File: src/rtl/linked_list_fifo_drain_pkg.sv
// Shared definitions for the linked-list FIFO drain engine and its helpers.
package linked_list_fifo_drain_pkg;

   typedef enum logic [0:0] {
      IDLE  = 1'b0,
      BURST = 1'b1
   } drain_state_e;

   // Number of bits needed to represent x (never less than 1)
   function automatic int unsigned log2(input int unsigned x);
      int unsigned n;
      n = 1;
      for (int unsigned i = 1; i < 32; i++) begin
         if ((x >> i) != 0) n = i + 1;
      end
      return n;
   endfunction

   // Occupancy counter width for a FIFO of the given total depth
   function automatic int unsigned cnt_w_of(input int unsigned depth);
      return log2(depth - 1) + 1;
   endfunction

   // Queue index width for the given number of queues
   function automatic int unsigned fw_of(input int unsigned fifos);
      return log2(fifos - 1);
   endfunction

endpackage

File: src/rtl/linked_list_fifo_drain_rr.sv
// Combinational round-robin finder: first eligible entry at or after ptr.
module linked_list_fifo_drain_rr #(
   parameter int unsigned N  = 8,
   parameter int unsigned IW = 3
) (
   input  logic [N-1:0]  eligible,
   input  logic [IW-1:0] ptr,
   output logic          hit,
   output logic [IW-1:0] index
);

   // Walk N offsets from ptr, wrapping at N-1 so unused codes are never visited
   always_comb begin
      int unsigned k;
      hit   = 1'b0;
      index = '0;
      k     = 0;
      for (int unsigned off = 0; off < N; off++) begin
         k = 32'(ptr) + off;
         if (k >= N) k = k - N;
         if (!hit && eligible[IW'(k)]) begin
            hit   = 1'b1;
            index = IW'(k);
         end
      end
   end

endmodule

File: src/rtl/linked_list_fifo_drain.sv
// Weighted round-robin consumer for linked_list_fifo: pops queues, absorbs the
// pop-to-data latency and presents a valid/ready stream tagged with the queue.
module linked_list_fifo_drain
   import linked_list_fifo_drain_pkg::*;
#(
   parameter  int unsigned WIDTH   = 8,
   parameter  int unsigned DEPTH   = 32,
   parameter  int unsigned FIFOS   = 8,
   parameter  int unsigned QUANTUM = 4,
   localparam int unsigned CNT_W   = cnt_w_of(DEPTH),
   localparam int unsigned FW      = fw_of(FIFOS)
) (
   input  logic                   rst,
   input  logic                   clk,
   input  logic [FIFOS-1:0]       drain_en,
   input  logic [FIFOS*CNT_W-1:0] ll_count,
   output logic                   ll_pop,
   output logic [FW-1:0]          ll_pop_fifo,
   input  logic [WIDTH-1:0]       ll_q,
   output logic                   out_valid,
   input  logic                   out_ready,
   output logic [WIDTH-1:0]       out_data,
   output logic [FW-1:0]          out_fifo,
   output logic                   busy
);

   localparam int unsigned BC_W = log2(QUANTUM);

   typedef struct packed {
      logic [FW-1:0]    fifo;
      logic [WIDTH-1:0] data;
   } entry_t;

   drain_state_e     state_q, state_d;
   logic [FW-1:0]    ptr_q, search_ptr;
   logic [FW-1:0]    grant_q, grant_d;
   logic [BC_W-1:0]  burst_q, burst_d;
   logic             inflight_q;
   logic [FW-1:0]    inflight_fifo_q;

   entry_t           buf_q [2];
   logic             wr_ptr_q, rd_ptr_q;
   logic [1:0]       occ_q;
   logic             wr_en, rd_en;

   logic [CNT_W-1:0] cnt [FIFOS];
   logic [CNT_W-1:0] eff [FIFOS];
   logic [FIFOS-1:0] dec, eligible, underflow;

   logic             credit, burst_go;
   logic             rr_hit;
   logic [FW-1:0]    rr_index;
   logic             pop_c;
   logic [FW-1:0]    pop_fifo_c;

   // Eligibility: enabled and non-empty once last cycle's pop is taken off the lagging count
   always_comb begin
      for (int unsigned k = 0; k < FIFOS; k++) begin
         cnt[k]       = ll_count[k*CNT_W +: CNT_W];
         dec[k]       = inflight_q && (inflight_fifo_q == FW'(k));
         eff[k]       = cnt[k] - CNT_W'(dec[k]);
         eligible[k]  = drain_en[k] && (eff[k] != '0);
         underflow[k] = dec[k] && (cnt[k] == '0);
      end
   end

   // A pop needs a free buffer slot counting the word still in flight
   assign credit = (occ_q + {1'b0, inflight_q}) < 2'd2;

   // Burst continuation, and the pointer the idle search starts from this cycle
   always_comb begin
      burst_go   = (state_q == BURST) && eligible[grant_q] && (burst_q < BC_W'(QUANTUM));
      search_ptr = ptr_q;
      if ((state_q == BURST) && !burst_go)
         search_ptr = (grant_q == FW'(FIFOS - 1)) ? '0 : grant_q + FW'(1);
   end

   linked_list_fifo_drain_rr #(
      .N  (FIFOS),
      .IW (FW)
   ) u_rr (
      .eligible (eligible),
      .ptr      (search_ptr),
      .hit      (rr_hit),
      .index    (rr_index)
   );

   // Next state and pop decision; a finished burst falls straight into the idle search
   always_comb begin
      state_d    = state_q;
      grant_d    = grant_q;
      burst_d    = burst_q;
      pop_c      = 1'b0;
      pop_fifo_c = '0;
      if (burst_go) begin
         if (credit) begin
            pop_c      = 1'b1;
            pop_fifo_c = grant_q;
            burst_d    = burst_q + BC_W'(1);
         end
      end else begin
         state_d = IDLE;
         if (credit && rr_hit) begin
            pop_c      = 1'b1;
            pop_fifo_c = rr_index;
            grant_d    = rr_index;
            burst_d    = BC_W'(1);
            state_d    = BURST;
         end
      end
   end

   // Arbiter state and in-flight pop tracking
   always_ff @(posedge clk or posedge rst) begin
      if (rst) begin
         state_q         <= IDLE;
         ptr_q           <= '0;
         grant_q         <= '0;
         burst_q         <= '0;
         inflight_q      <= 1'b0;
         inflight_fifo_q <= '0;
      end else begin
         state_q         <= state_d;
         ptr_q           <= search_ptr;
         grant_q         <= grant_d;
         burst_q         <= burst_d;
         inflight_q      <= pop_c;
         inflight_fifo_q <= pop_fifo_c;
      end
   end

   assign wr_en = inflight_q;
   assign rd_en = out_valid & out_ready;

   // Two-entry output buffer capturing the FIFO read data one cycle after each pop
   always_ff @(posedge clk or posedge rst) begin
      if (rst) begin
         buf_q[0] <= '0;
         buf_q[1] <= '0;
         wr_ptr_q <= 1'b0;
         rd_ptr_q <= 1'b0;
         occ_q    <= '0;
      end else begin
         if (wr_en) begin
            buf_q[wr_ptr_q] <= '{fifo: inflight_fifo_q, data: ll_q};
            wr_ptr_q        <= ~wr_ptr_q;
         end
         if (rd_en) rd_ptr_q <= ~rd_ptr_q;
         occ_q <= occ_q + {1'b0, wr_en} - {1'b0, rd_en};
      end
   end

   assign ll_pop      = pop_c & ~rst;
   assign ll_pop_fifo = rst ? '0 : pop_fifo_c;
   assign out_valid   = (occ_q != 2'd0);
   assign out_data    = buf_q[rd_ptr_q].data;
   assign out_fifo    = buf_q[rd_ptr_q].fifo;
   assign busy        = inflight_q | out_valid;

   // The lagging count always still includes a word popped last cycle
   a_no_underflow: assert property (@(posedge clk) disable iff (rst) underflow == '0);

   // Credit keeps a landing word from ever meeting a full buffer
   a_no_overflow: assert property (@(posedge clk) disable iff (rst)
                                   !(wr_en && !rd_en && (occ_q == 2'd2)));

endmodule

File: config.mk
export PLATFORM = sky130hd
export DESIGN_NAME = linked_list_fifo_drain
export DESIGN_NICKNAME = d
export VERILOG_FILES = /design/src/rtl/linked_list_fifo_drain_pkg.sv /design/src/rtl/linked_list_fifo_drain_rr.sv /design/src/rtl/linked_list_fifo_drain.sv
export SDC_FILE = /design/constraint.sdc
export NUM_CORES = 1
export LEC_CHECK = 0
export ABC_AREA = 1
export ABC_CLOCK_PERIOD_IN_PS = 3500
export BUFFER_PORTS_ARGS = -buffer_cell sky130_fd_sc_hd__buf_2
export CORE_MARGIN = 2
export CORE_UTILIZATION = 40
export DETAILED_ROUTE_END_ITERATION = 10
export GPL_ROUTABILITY_DRIVEN = 0
export SETUP_SLACK_MARGIN = 0.4
export SYNTH_ARGS = -nofsm -noshare
export SYNTH_HDL_FRONTEND = slang
export SYNTH_SLANG_ARGS = --single-unit
File: constraint.sdc
create_clock -name clk -period 3.5 [get_ports clk]
set_input_delay 0.175 -clock clk [delete_from_list [all_inputs] [get_ports clk]]
set_output_delay 0.175 -clock clk [all_outputs]
set_load 0.02 [all_outputs]
== Yosys cells after proc, flatten, opt, wreduce, memory -nomap -nowiden ==
Index checks and enable logic that the tools add are counted.
W data, S select, Z words.
Storage, ports and cells
  register bits: 40
  input bits: 67
  logic and storage cells: 189
Operators by class
  $add $sub $neg: 27
  magnitude comparators: 22
  equality and inequality tests: 9
  muxes and demuxes: 60
  bitwise gates (word level): 9
  reductions and logical operators: 49
Operators with widths (number)
  $mux W3: 25
  $reduce_bool A6 Y1: 8
  $sub A6 B1 Y6: 8
  $mux W11: 4
  $lt A3 B4 Y1 const B: 9
  $ge A4 B4 Y1 const B: 7
  $logic_and A1 B1 Y1: 28
  $bmux W1 S3: 9
  $sub A3 B1 Y3 const B: 8
  $bwmux W22: 1
  $mux W1: 20
  $add A3 B3 Y4 const B: 4
  $eq A3 B3 Y1 const B: 5
  $demux W11 S1: 1
  $add A3 B2 Y4 const B: 2
  $logic_not A1 Y1: 8
  $add A3 B1 Y3 const B: 2
  $eq A3 B2 Y1 const B: 2
  $add A3 B1 Y4 const B: 1
  $ge A2 B2 Y1 const B: 2
  $ge A3 B4 Y1 const B: 1
  $not A1 Y1: 4
  $not A1 Y2: 2
  $reduce_and A2 Y1: 2
  11 further kinds: 13

== Longest topological paths before layout ==
Gate-level depths: netlist (run 1).
  depth in word-level cells: 42
  mapped depth: 33
  mapped depth without buffers: 32

== Cells and area by module ==
A second synthesis (run 1) with hierarchy kept.
Second synthesis, totals
  cell total of the unflattened synthesis: 478
  area total of the unflattened synthesis: 3269.4 um^2
Modules (own cells, without submodules)
  linked_list_fifo_drain: instances 1, cells each 342, area an instance 2522.4 um^2
  linked_list_fifo_drain_rr: instances 1, cells each 136, area an instance 747.0 um^2

== Worst setup path before layout (run 1) ==
Ideal clock, no wire load.
  path kind: register to output
  from: register inflight_q
  to: output port ll_pop_fifo[0]
  arrival time: 3.482 ns
  required time: 3.325 ns
  path slack: -0.157 ns
  stages on the path, launching flop included: 29
  path through: dfrtp_1 > nand2_1 > nor2_1 > ha_1 > inv_1 > nor3_1 > nand3_1 > nand3_1 > nand3_1 > nand2_1 > nand2_1 > nand3_4 > nand2_8 > nand2_8 > nand2_8 > buf_12 > ha_1 > inv_1 > nand2_1 > nand3_2 > nand2_4 > nand2_1 > nor2_4 > nand3_1 > nor2_2 > nand4_1 > nand3_1 > nand2_2 > a21oi_1
On the way
  word-level cells in the longest chain between the ends: 41
  elaborated cells on any way between the ends: 123
RTL lines
  start: declaration: line linked_list_fifo_drain.sv:38  | logic inflight_q;
  start signal: assignment: line linked_list_fifo_drain.sv:127  | inflight_q <= pop_c;
  parallel branches: the longest is 39 deep, another holds $sub A6 B1 Y6
  $mux W3 (*): line linked_list_fifo_drain.sv:95  | if (burst_go) begin
  $mux W3 (*): line linked_list_fifo_drain.sv:154  | assign ll_pop_fifo = rst ? '0 : pop_fifo_c;
  end: declaration: line linked_list_fifo_drain.sv:18  | output logic [FW-1:0] ll_pop_fifo,
Mark *: on every way between the ends. The select of a mux whose other input is x is not followed.

== Worst setup path in the final report (run 1) ==
  from: register inflight_fifo_q[1]
  to: output port ll_pop_fifo[2]
On the way
  word-level cells in the longest chain between the ends: 42
  elaborated cells on any way between the ends: 128
RTL lines
  start: declaration: line linked_list_fifo_drain.sv:39  | logic [FW-1:0] inflight_fifo_q;
  start signal: assignment: line linked_list_fifo_drain.sv:128  | inflight_fifo_q <= pop_fifo_c;
  parallel branches: the longest is 40 deep, another holds $sub A6 B1 Y6
  $mux W3 (*): line linked_list_fifo_drain.sv:95
  $mux W3 (*): line linked_list_fifo_drain.sv:154
Marks and branches as above.

==> results.toml, run 1 <==
[outcome]
status = "finished, violations left"
violations = "setup timing"

[floorplanning]
die_h_um = 97.8
chipWidth_um = 97.8
num_rows = 34
start_util_pct = 40.8
ios = 84
dieArea_sq_um = 9570
coreArea_sq_um = 8640

[drt]
drc = 0
firstDrtPassIters = 4
met3_length_um = 432
ant_nets = 0
totalWireLength_um = 10000
wl_per_cell_um = 12.8
via_count = 3811
first_iter_violations = 170
met2_length_um = 4640
drt-met1-wl_um = 4770
highest_layer = "met4"
via_per_inst = 4.89

[global_routing]
grt_antenna_before_repair = 0
grt_usage_pct = 20.4
grt_pass1_wl_um = 16200
grt_max_degree = 30
gr-total-overflow = 0
grt_pass1_vias = 3546

[critical_path]
crit_path_end_kind = "primary output"
slowest_stage = "dfrtp_1"
critPathKind = "reg2out"
cp-start-kind = "flop"
cp_num_buf_inv = 4
cp_max_fo = 7
critical-path-top-delay-family = "simple AND/OR/NAND/NOR gates"
worstPathArrival_ps = 3820
worst_ep_required_time_ps = 3320
cp_slowest_stage_delay_ps = 420

[final_layout]
syn_to_final_growth_pct = 45.0
insertedDiodeCount = 0
fin_area_sq_um = 5100
n_fill_cell = 805
drive_gt1_share_pct = 44.9
fin_cells = 780
final_nets = 753

[clocking]
cts_max_path_buffers = 2
cts_tree = "done"
clk_pin_slew_ps = 80
cts.sinks = 40
clk_latency_ps = 300
ctsHtreeMaxLevel = 2
cts_root_buf = "clkbuf_8"
cts_made_buffers = 5

[yosys]
synth_most_common_cell = "nand2_1"
ys_seq_elements = 40
synth.distinct_cells = 38
yosysTopAreaCell = "dfrtp_1"
synth_area_sq_um = 3520
synthArstFlopShare_pct = 100
syn_inst = 511
synth_edf_count = 0
synth_area_leaders = "dfrtp_1 (28%), nand2_1 (15%), nand3_1 (9.1%)"
yosys.area.top_type_share_pct = 28.4
synth-seq-area-share_pct = 28.4
synth_commonest_cells = "nand2_1 (144), inv_1 (79), nand3_1 (64)"
yosys_most_used_dff = "dfrtp_1"
synth_nets = 593
yosysWarnings = 0
synth_area_per_cell_sq_um = 6.89

[worst_hold_path]
hp-class = "in2reg"

[place]
dpl.cell_count = 741
pre_cts_ws_ps = -296
placed_cell_area_sq_um = 4500
post-dp-hpwl_um = 7690
port_buffers = 83

[timing]
finalSetupTns_ps = -3410
hold_viol_final = 0
worstMarginPinSlew_ps = 628
finClkSkew_ps = 6.49
period_share_pct = 114
period_needed_ps = 4000
setup_viol = 15
slew_violations = 0
slew_headroom_pct = 58.0
max_freq_mhz = 250
rsz0062_at_grt = "true"
layout_setup_ws_ps = -495

[run]
maxCapViolCount = 0
==> state kept, by name (all words and copies together) (netlist names) <==
signal and flops:
state_q 1, inflight_fifo_q 3, buf_q 22, wr_ptr_q 1, ptr_q 3, inflight_q 1, grant_q 3, burst_q 3
rd_ptr_q 1, occ_q 2
==> layout by cell type (no fill, tap or decap), types with 3 or more instances in the layout <==
cell,n
a21oi_4,3
inv_1,68
inv_2,16
nor2_2,9
nand4_1,7
nand3_4,3
dfrtp_1,40
clkbuf_8,6
nor2_1,29
nand2_8,6
buf_2,79
o21ai_0,25
xnor2_1,3
buf_6,11
nand2_2,32
nand2_4,11
mux2_2,11
nand2_1,121
ha_1,13
buf_4,71
nand3_2,23
nor2_4,3
nand3_1,50
a21oi_1,4
==> layer usage <==
metal | vias up | track usage [%]
met3 | 15 | 1.50
met4 | 0 | 5.02
li1 | 1934 | -
met2 | 105 | 33.4
met1 | 1757 | 29.5
met5 | - | 0
==> final timing paths <==
path / start / slack [ps] / cells past startpoint / endpoint
max reg2reg: inflight_fifo_q[1] / -430 / 30 / state_q
min reg2reg: burst_q[2] / 480 / 2 / burst_q[2]
min: ll_q[4] / 130 / 3 / buf_q[4]
max in group asynchronous: rst / 2190 / 4 / inflight_fifo_q[2]
min in group asynchronous: rst / 550 / 3 / rd_ptr_q
max: inflight_fifo_q[1] / -500 / 26 / ll_pop_fifo[2]
==> worst register-to-register path: cells and delay by family (launching register included) <==
kind,cells,cell delay (ps)
simple gates,17,1630
fa+ha+maj,2,550
buf+inv,10,1080
compound gates,1,210
flops,1,420
==> final cells by class <==
cell class / instances / area [sq um] / share of cell area [%]
multi-input combinational: 375 / 2440 / 47.9
timing repair buffer: 164 / 1100 / 21.6
sequential: 40 / 1000 / 19.6
inverter: 85 / 322 / 6.30
tap: 108 / 135 / 2.65
clock buffer: 6 / 82.6 / 1.62
clock inverter: 2 / 15.0 / 0.294
==> cell families after synthesis <==
family	synth area share, %
AO/OA/AOI/OAI	6.08
XOR/XNOR	1.78
adder cells (fa/ha/maj)	5.33
buffers and inverters	11.5
flip-flops	28.4
multiplexers	3.52
AND/OR/NAND/NOR	43.4
==> repair_timing <==
action	4_1_cts	5_1_grt
buffers inserted	20	10
endpoints found under the setup margin	15	15
pin swaps	28	27
hold buffers	1	0
resized for setup	30	41
endpoints found under the hold margin	11	0
==> metrics by stage <==
stage / util, % / hold slack, ps
4_1_cts: 56.4 / 124
2_1_floorplan: - / 336
6_report: 59.1 / 130
3_5_place_dp: 52.1 / 322
5_1_grt: 59.1 / 140
3_3_place_gp: 52.1 / 316
Power of run 1 is not shown: default switching activity piles up to over one toggle a cycle in this logic, so the estimate is an artifact.
==> run 2: changes to the inputs <==
--- a/config.mk
+++ b/config.mk
@@ -9,9 +9,9 @@
 export ABC_CLOCK_PERIOD_IN_PS = 3500
 export BUFFER_PORTS_ARGS = -buffer_cell sky130_fd_sc_hd__buf_2
 export CORE_MARGIN = 2
-export CORE_UTILIZATION = 40
+export CORE_UTILIZATION = 50
 export DETAILED_ROUTE_END_ITERATION = 10
-export GPL_ROUTABILITY_DRIVEN = 0
+export PLACE_DENSITY = 0.78
 export SETUP_SLACK_MARGIN = 0.4
 export SYNTH_ARGS = -nofsm -noshare
 export SYNTH_HDL_FRONTEND = slang
==> constraint.sdc (replaced) <==
create_clock -name clk -period 3.5 [get_ports clk]
set_input_delay 0.35 -clock clk [delete_from_list [all_inputs] [get_ports clk]]
set_output_delay 0.35 -clock clk [all_outputs]
set_load 0.02 [all_outputs]
==> run 2 against run 1 <==
Compared with the run above:
- the flow still finishes with violations (setup timing)
- non-clock buffer count fell by 9
- maximum frequency fell by 5.6%
- via count rose by 2.2%
- critical endpoint unchanged
- hold slack improved by 150 ps
==> results.toml, run 2 (synthesis gave the netlist of run 1 again) <==
[critical_path]
worst_ep_required_time_ps = 3150
ff2ff_path_depth = 29
slowest_stage = "dfrtp_2"
critPathKind = "reg2out"
cp_max_fo = 7
cp-startpoint = "inflight_q"
cp_num_buf_inv = 3
worstPathArrival_ps = 3880
critical-path-top-delay-family = "simple AND/OR/NAND/NOR gates"
rr_startpoint = "inflight_q"
crit_cells = 29
crit_path_end_kind = "primary output"
cp-start-kind = "flop"
r2r_setup_slack_ps = -700
cp_slowest_stage_delay_ps = 470

[final_layout]
syn_to_final_growth_pct = 41.6
top_register = "buf_q"
n_fill_cell = 484
drive_gt1_share_pct = 40.9
insertedDiodeCount = 0
final_nets = 744
final_common_cell = "nand2_1"
final_cell_mix = "nand2_1 (132), buf_2 (79), inv_1 (71)"
fin_area_sq_um = 4980
largest_register_ffs = 22

[global_routing]
grt_usage_pct = 27.7
grt_pass1_wl_um = 17000
grt_pass1_vias = 3827
grt_max_degree = 24
grt_antenna_before_repair = 0
gr-total-overflow = 0

[place]
placed_cell_area_sq_um = 4500
post-dp-hpwl_um = 7710
pre_cts_ws_ps = -394
port_buffers = 83
place_congestion = 0.936

[drt]
via_per_inst = 5.14
ant_nets = 0
firstDrtPassIters = 5
wl_per_cell_um = 13.6
via_count = 3896
totalWireLength_um = 10300
first_iter_violations = 214
drc = 0

[clocking]
cts_max_path_buffers = 2
ctsHtreeMaxLevel = 2
cts_made_buffers = 5
cts_tree = "done"
clk_latency_ps = 290
cts_root_buf = "clkbuf_8"
clk_pin_slew_ps = 80
cts.sinks = 40

[floorplanning]
coreArea_sq_um = 6790
die_h_um = 87.9
num_rows = 30
chipWidth_um = 87.9
ios = 84
start_util_pct = 51.8
dieArea_sq_um = 7730

[timing]
worstMarginPinSlew_ps = 686
setup_viol = 14
max_freq_mhz = 236
whs_ps = 276
slew_headroom_pct = 54.2
hold_viol_final = 0
finClkSkew_ps = 5.36
period_needed_ps = 4230
layout_setup_ws_ps = -731
period_share_pct = 121
slew_violations = 0
rsz0062_at_grt = "true"

[run]
maxCapViolCount = 0

[outcome]
status = "finished, violations left"
violations = "setup timing"

[worst_hold_path]
hp-class = "in2async"
[run 2: area by class of cell]
| type | count | area, sq um | share of cell area, % |
|---|---|---|---|
| multi-input combinational | 375 | 2390 | 48.1 |
| tap | 96 | 120 | 2.41 |
| clock buffer | 5 | 68.8 | 1.38 |
| clock inverter | 2 | 60.1 | 1.21 |
| inverter | 85 | 324 | 6.50 |
| sequential | 40 | 1000 | 20.1 |
| timing repair buffer | 155 | 1010 | 20.3 |
[run 2: final timing paths]
path	to
max reg2reg	state_q
max in group asynchronous	inflight_q
min in group clk	buf_q[6]
max	ll_pop_fifo[2]
min	rd_ptr_q
min reg2reg	buf_q[21]
[run 2: routing by layer]
layer / part of all wire, % / GRT usage (%)
met3: 4.9 / 3.02
met4: 2.6 / 10.2
met2: 50 / 49.5
met5: 0 / 0
met1: 43 / 34.2
[run 2: what timing repair did]
item / 4_1_cts / 5_1_grt
gates resized for setup: 22 / 27
hold buffers: 0 / 0
setup buffers: 15 / 4
pin swaps: 24 / 16
setup endpoints to repair: 15 / 15
[run 2: worst reg2reg max path: cells and delay by family, from the launching register on]
| kind | cells | cell delay (ps) |
|---|---|---|
| and+or+nand+nor | 16 | 1680 |
| buffers and inverters | 10 | 1190 |
| adders and majority gates | 2 | 610 |
| DFF | 1 | 470 |
| AOI/OAI and AO/OA | 1 | 180 |
[run 2: through the flow]
step | setup TNS (ps) | utilization (%) | instances
2_1_floorplan | -245 | - | 511
4_1_cts | -3180 | 71.1 | 754
6_report | -4260 | 73.4 | 758
5_1_grt | -7920 | 73.4 | 758
3_3_place_gp | -1130 | 66.3 | 732
3_5_place_dp | -1930 | 66.3 | 732
Power of run 2 is left out for the same reason.
